--- config.mk ---
export PLATFORM = sky130hd
export DESIGN_NAME = ads_int_to_float
export DESIGN_NICKNAME = d
export VERILOG_FILES = /design/src/rtl/ads_int_to_float_pkg.sv /design/src/rtl/ads_int_to_float.sv
export SDC_FILE = /design/constraint.sdc
export NUM_CORES = 1
export LEC_CHECK = 0
export CAP_MARGIN = 15
export CORE_MARGIN = 4
export CORE_UTILIZATION = 55
export DETAILED_ROUTE_END_ITERATION = 10
export PLACE_DENSITY = 0.91
export SLEW_MARGIN = 15
export SYNTH_ARGS = -nofsm -noshare
export SYNTH_HDL_FRONTEND = slang
export SYNTH_SLANG_ARGS = --single-unit
--- constraint.sdc ---
create_clock -name i_CLK -period 4.05 [get_ports i_CLK]
set_clock_uncertainty 0.1 [all_clocks]
set_input_delay 0.81 -clock i_CLK [delete_from_list [all_inputs] [get_ports i_CLK]]
set_output_delay 0.81 -clock i_CLK [all_outputs]
set_load 0.02 [all_outputs]
--- src/rtl/ads_int_to_float_pkg.sv ---
// Shared filter-chain package: converter state encodings and IEEE-754 single constants.
package ads_int_to_float_pkg;

   typedef enum logic [1:0] {
      ST_IDLE = 2'd0,
      ST_ABS  = 2'd1,
      ST_NORM = 2'd2,
      ST_OUT  = 2'd3
   } state_e;

   localparam int unsigned FLOAT_EXP_BIAS = 127;
   localparam logic [31:0] FLOAT_ZERO     = 32'h0000_0000;
   localparam logic [31:0] FLOAT_ONE      = 32'h3f80_0000;

endpackage

--- src/rtl/ads_int_to_float.sv ---
// Exact signed-integer to IEEE-754 single converter with a one-bit-per-cycle normaliser.
module ads_int_to_float #(
   parameter int unsigned IN_WIDTH = 24
) (
   input  logic                i_CLK,
   input  logic                i_RST,
   input  logic [IN_WIDTH-1:0] i_ADC_DATA,
   input  logic                i_ADC_DATA_VALID,
   output logic                o_ADC_DATA_READY,
   output logic [31:0]         o_X_DATA,
   output logic                o_X_DATA_VALID,
   input  logic                i_X_DATA_READY,
   output logic                o_OVERRUN,
   input  logic                i_OVR_CLR
);
   import ads_int_to_float_pkg::*;

   localparam int unsigned MSB      = IN_WIDTH - 1;
   localparam int unsigned FRAC_PAD = 24 - IN_WIDTH;
   localparam logic [7:0]  EXP_TOP  = 8'(FLOAT_EXP_BIAS + IN_WIDTH - 1);

   state_e              state_q,  state_d;
   logic [IN_WIDTH-1:0] sample_q, sample_d;
   logic [IN_WIDTH-1:0] mag_q,    mag_d;
   logic                sign_q,   sign_d;
   logic [7:0]          exp_q,    exp_d;
   logic [31:0]         x_data_q, x_data_d;
   logic                x_valid_q, x_valid_d;
   logic                ovr_q,    ovr_d;
   logic [22:0]         frac;

   assign o_ADC_DATA_READY = (state_q == ST_IDLE);
   assign o_X_DATA         = x_data_q;
   assign o_X_DATA_VALID   = x_valid_q;
   assign o_OVERRUN        = ovr_q;

   // Bits below the hidden one, left-justified into the 23-bit fraction.
   assign frac = 23'(mag_q[IN_WIDTH-2:0]) << FRAC_PAD;

   always_comb begin
      state_d  = state_q;
      sample_d = sample_q;
      mag_d    = mag_q;
      sign_d   = sign_q;
      exp_d    = exp_q;
      x_data_d = x_data_q;

      case (state_q)
         ST_IDLE: begin
            if (i_ADC_DATA_VALID) begin
               sample_d = i_ADC_DATA;
               state_d  = ST_ABS;
            end
         end
         ST_ABS: begin
            sign_d = sample_q[MSB];
            mag_d  = sample_q[MSB] ? (~sample_q + IN_WIDTH'(1)) : sample_q;
            exp_d  = EXP_TOP;
            if (sample_q == '0) begin
               x_data_d = FLOAT_ZERO;
               state_d  = ST_OUT;
            end else begin
               state_d  = ST_NORM;
            end
         end
         ST_NORM: begin
            if (!mag_q[MSB]) begin
               mag_d = mag_q << 1;
               exp_d = exp_q - 8'd1;
            end else begin
               x_data_d = {sign_q, exp_q, frac};
               state_d  = ST_OUT;
            end
         end
         ST_OUT: begin
            if (i_X_DATA_READY) begin
               state_d = ST_IDLE;
            end
         end
         default: state_d = ST_IDLE;
      endcase

      x_valid_d = (state_d == ST_OUT);

      // Set has priority over clear so no overrun event is ever lost.
      if (i_ADC_DATA_VALID && !o_ADC_DATA_READY) begin
         ovr_d = 1'b1;
      end else if (i_OVR_CLR) begin
         ovr_d = 1'b0;
      end else begin
         ovr_d = ovr_q;
      end
   end

   always_ff @(posedge i_CLK) begin
      if (i_RST) begin
         state_q   <= ST_IDLE;
         sample_q  <= '0;
         mag_q     <= '0;
         sign_q    <= 1'b0;
         exp_q     <= '0;
         x_data_q  <= FLOAT_ZERO;
         x_valid_q <= 1'b0;
         ovr_q     <= 1'b0;
      end else begin
         state_q   <= state_d;
         sample_q  <= sample_d;
         mag_q     <= mag_d;
         sign_q    <= sign_d;
         exp_q     <= exp_d;
         x_data_q  <= x_data_d;
         x_valid_q <= x_valid_d;
         ovr_q     <= ovr_d;
      end
   end

endmodule

# Word-level counts from Yosys, hierarchy flattened

Index checks and enable logic that the tools add are counted.

Register bits: 93
Logic and storage cells: 43

Add/subtract/negate cells: 2
Eq/ne operators: 7
Muxes and demuxes: 15
Bitwise logic cells: 1
Reductions and logical operators: 9

Operator list:

| cell                  | number |
|---|---|
| $mux 32               | 2 |
| $pmux 32 s2           | 1 |
| $mux 24               | 2 |
| $pmux 24 s2           | 1 |
| $add 24x1->24 const B | 1 |
| $logic_not 24->1      | 1 |
| $not 24->24           | 1 |
| $pmux 8 s2            | 1 |
| $mux 8                | 1 |
| $pmux 2 s4            | 1 |
| $sub 8x1->8 const B   | 1 |
| $eq 2x2->1 const B    | 3 |
| $mux 2                | 3 |
| $ne 2x2->1 const B    | 3 |
| $reduce_and 2->1      | 2 |
| $reduce_bool 2->1     | 2 |
| $mux 1                | 3 |
| $reduce_and 3->1      | 1 |
| $eq 2x1->1 const B    | 1 |
| $logic_not 2->1       | 1 |
| $logic_and 1x1->1     | 1 |
| $logic_not 1->1       | 1 |

# Depth between registers and ports, before layout

Depth in word-level cells: 4
Depth in mapped cells: 8

# Least setup slack after synthesis

Ideal clock, no wire load.

Kind: register to register
Start point: register sample_q[19]
End point: register x_data_q[22] (netlist: o_X_DATA[22])
Library setup time: 0.117 ns
Arrival: 1.883 ns
Required time: 3.833 ns
Setup slack: 1.950 ns
Stages on the path, launching flop included: 7
Buffers on the path: 1
Clock period less this slack: 2.100 ns
Path through: dfxtp_1 -> or3_4 -> or3_4 -> o31ai_4 -> a31oi_2 -> buf_6 -> a22o_1

Cells in the longest elaborated chain, start to end: 3

Ends and longest elaborated chain:

| what                       | RTL line                | source |
|---|---|---|
| start: declaration         | ads_int_to_float.sv:23  | `logic [IN_WIDTH-1:0] sample_q, sample_d;` |
| start signal: assignment   | ads_int_to_float.sv:107 | `sample_q <= sample_d;` |
| $logic_not 24->1           | ads_int_to_float.sv:59  | `if (sample_q == '0) begin` |
| $ne 2x2->1 (no line)       | --                      |  |
| $reduce_and 3->1 (no line) | --                      |  |
| end signal: assignment     | ads_int_to_float.sv:111 | `x_data_q <= x_data_d;` |
| end: declaration           | ads_int_to_float.sv:27  | `logic [31:0] x_data_q, x_data_d;` |

No other way between the ends.
A chain may end at the register's enable or synchronous reset.

# Worst setup path after layout

Start point: register state_q[0]
End point: register mag_q[19]

Cells in the longest elaborated chain, start to end: 3

Ends and longest elaborated chain:

| what                                                             | RTL line                | source |
|---|---|---|
| start: declaration                                               | ads_int_to_float.sv:22  | `state_e state_q, state_d;` |
| start signal: assignment                                         | ads_int_to_float.sv:106 | `state_q <= state_d;` |
| $eq 2x2->1 / $eq 2x1->1 (equally long branches)                  | ads_int_to_float.sv:48  | `case (state_q)` |
| $ne 2x2->1 (no line) / $reduce_bool 2->1 (equally long branches) | --                      |  |
| $reduce_and 2->1 (no line)                                       | --                      |  |
| end signal: assignment                                           | ads_int_to_float.sv:108 | `mag_q <= mag_d;` |
| end: declaration                                                 | ads_int_to_float.sv:24  | `logic [IN_WIDTH-1:0] mag_q, mag_d;` |

Parallel ways exist; a longest one is shown, timed or not.

==> results.json <==
{
  "status": "finished clean",
  "synth_mux_area_share_pct": 1.470,
  "path_class": "register to register",
  "critPathRequiredTime_ps": 4200,
  "cp-startpoint": "state_q[0]",
  "cts-htree-levels": 3,
  "yosys-top-cells-count": "dfxtp_1 (93), nand2_1 (65), nor2_1 (38)",
  "worstPathMaxFanout": 26,
  "yosysSeqAreaShare_pct": 45.57,
  "antenna_found_initial": 0,
  "power_w": 0.002929,
  "grt_first_pass_wirelength_mm": 15.21,
  "rows": 31,
  "synth_compound_area_share_pct": 22.36,
  "track_usage_pct": 21.51,
  "cp.arrival_ps": 2900,
  "yosysUniqueCellTypes": 48,
  "via_count": 3480,
  "antenna_cells": 0,
  "drive_above_1_share_pct": 5.777,
  "hp-class": "register to register",
  "synth-simple-area-share_pct": 18.44,
  "viasPerCell": 5.790,
  "p_leak_nw": 1.763,
  "die-area_um2": 8871,
  "start_kind": "register",
  "post-cts-setup-buffer-count": 0,
  "hold_depth": 2,
  "core_area_um2": 7253,
  "insertion_delay_ps": 370,
  "rsz0062_at_grt": "no",
  "postSynthAreaPerCell_um2": 9.058,
  "post_dp_cell_area_um2": 4669,
  "synthArstFlopShare_pct": 0,
  "maxSlewViolCount": 0,
  "dp_hpwl_mm": 6.575,
  "yosys.area_share.xor_xnor_pct": 4.717,
  "nFillCells": 600,
  "cts_tree": "yes",
  "finalInstanceArea_um2": 4852,
  "setup_violations": 0,
  "synth_edf_count": 0,
  "fin_nets": 532,
  "ys_seq_elements": 93,
  "synth_top_family_by_area": "compound AO/OA/AOI/OAI gates",
  "synthAdderAreaFrac_pct": 1.838,
  "syn_area_um2": 4085,
  "synthesis.nets": 486,
  "initial_core_util_pct": 56.32,
  "cts_root_buffer": "clkbuf_8",
  "drv_cap": 0,
  "grt_pass1_vias": 3290,
  "fp.dieW_um": 94.19,
  "power_density_nw_per_um2": 603.7,
  "synth_top_area_share_pct": 45.57,
  "rr_worst_depth": 8,
  "period_share_pct": 67.96,
  "hold_start": "o_OVERRUN",
  "cts_max_path_buffers": 2,
  "synthToLayoutAreaGrowth_pct": 18.77,
  "path_clk_slew_ps": 90,
  "maxSlewHeadroom_pct": 39.70,
  "wire_per_inst_um": 15.49,
  "worst_slew_pin_slew_ps": 903.3,
  "finalHoldViolCount": 0,
  "yosysMostFrequentCell": "dfxtp_1",
  "r2r-start": "state_q[0]",
  "synth_flop_cell": "dfxtp_1",
  "cts_hold_buf": 0,
  "max_freq_mhz": 363.3,
  "dp_slack_ps": 1362,
  "drtPass1Iterations": 5,
  "cts_made_buffers": 9,
  "fin_tns_setup_ps": 0,
  "ctsResizeCount": 0,
  "wl_mm": 9.312,
  "synth_top_area_cell": "dfxtp_1",
  "ys_warn_count": 0,
  "ant_nets": 0,
  "grt_max_degree": 39,
  "fin_ws_ps": 1297,
  "ios": 64,
  "synthTopCellsByArea": "dfxtp_1 (46%), a22o_1 (6.9%), nand2_1 (6.0%), a21oi_1 (4.2%), xor2_1 (4.1%)",
  "port-buffer-count": 63,
  "clock-sinks": 93,
  "critical_path.endpoint_type": "register",
  "grt_remaining_overflow": 0,
  "min_period_ps": 2753,
  "syn_inst": 451,
  "peakVddDrop_mv": 0.2842,
  "finalWeightedCongestion": 0.8616,
  "remaining_drc_errors": 0,
  "drtIter0Drc": 314,
  "final_util_pct": 66.90,
  "dieHeight_um": 94.19
}
-- sequential cells by signal (all words and copies together), names as in the netlist --
register and flops:
o_OVERRUN 1, o_X_DATA 32, sign_q 1, exp_q 8, state_q 2, sample_q 24
mag_q 24, o_X_DATA_VALID 1
-- critical path, cell delays in order, from the launching register on --
cell and delay (ps):
dfxtp_1 350, inv_1 110, ha_1 700, nor2b_1 100, buf_4 230, nor2_1 590
a21oi_1 230, nand4b_1 150, o211ai_1 90
-- area by class of cell --
class                      instances  area [um2]  share of cell area, %
timing repair buffer              68       663.1                  13.67
sequential                        93        1862                  38.37
clock inverter                     7       58.81                  1.212
inverter                           7       26.28                 0.5415
clock buffer                       9       123.9                  2.553
multi-input combinational        318        1994                  41.10
tap                               99       123.9                  2.553
-- logic make-up after synthesis --
logic type	count (synthesis)
AND/OR/NAND/NOR	155
multiplexers	6
flip-flops	93
adder cells (fa/ha/maj)	6
XOR/XNOR	22
AO/OA/AOI/OAI	129
buffers and inverters	40
-- stage by stage --
stage | std cells | hold slack, ps
4_1_cts | 601 | 374.6
2_1_floorplan | 451 | 341.7
5_1_grt | 601 | 405.0
3_5_place_dp | 585 | 358.7
6_report | 601 | 378.8
3_3_place_gp | 585 | 357.5
-- final timing paths --
| path | slack, ps | end |
|---|---|---|
| max | 1300 | mag_q[19] |
| max reg2reg | 1300 | mag_q[19] |
| min | 380 | o_OVERRUN |
| min reg2reg | 380 | o_OVERRUN |
-- where the power goes --
group	total, W	internal [W]	switching [W]
clock	0.000580	0.000233	0.000347
combinational	0.00108	0.000417	0.000660
sequential	0.00127	0.00108	0.000193
total	0.00293	0.00173	0.00120
-- layout by cell type, fill, tap and decap left out, types with 7 or more instances in the layout --
master,synthesis,layout
nor2_1,38,38
o31ai_1,7,7
nor2b_1,8,8
a22o_1,32,32
o21ai_0,19,19
a2111oi_0,10,10
clkbuf_8,0,9
a21oi_1,34,34
nor3_1,9,9
xor2_1,19,19
nand2_1,65,65
dfxtp_1,93,93
clkdlybuf4s50_1,0,62
inv_1,7,7
-- metal layers --
metal / vias to the layer above / part of all wire [%] / global-route usage (%)
met1: 1608 / 44 / 28.04
met5: - / 0 / 0
met2: 149 / 47 / 35.64
met3: 18 / 6.6 / 3.526
met4: 0 / 2.0 / 8.063
li1: 1705 / - / -
Power figures use the tool's default switching activity.
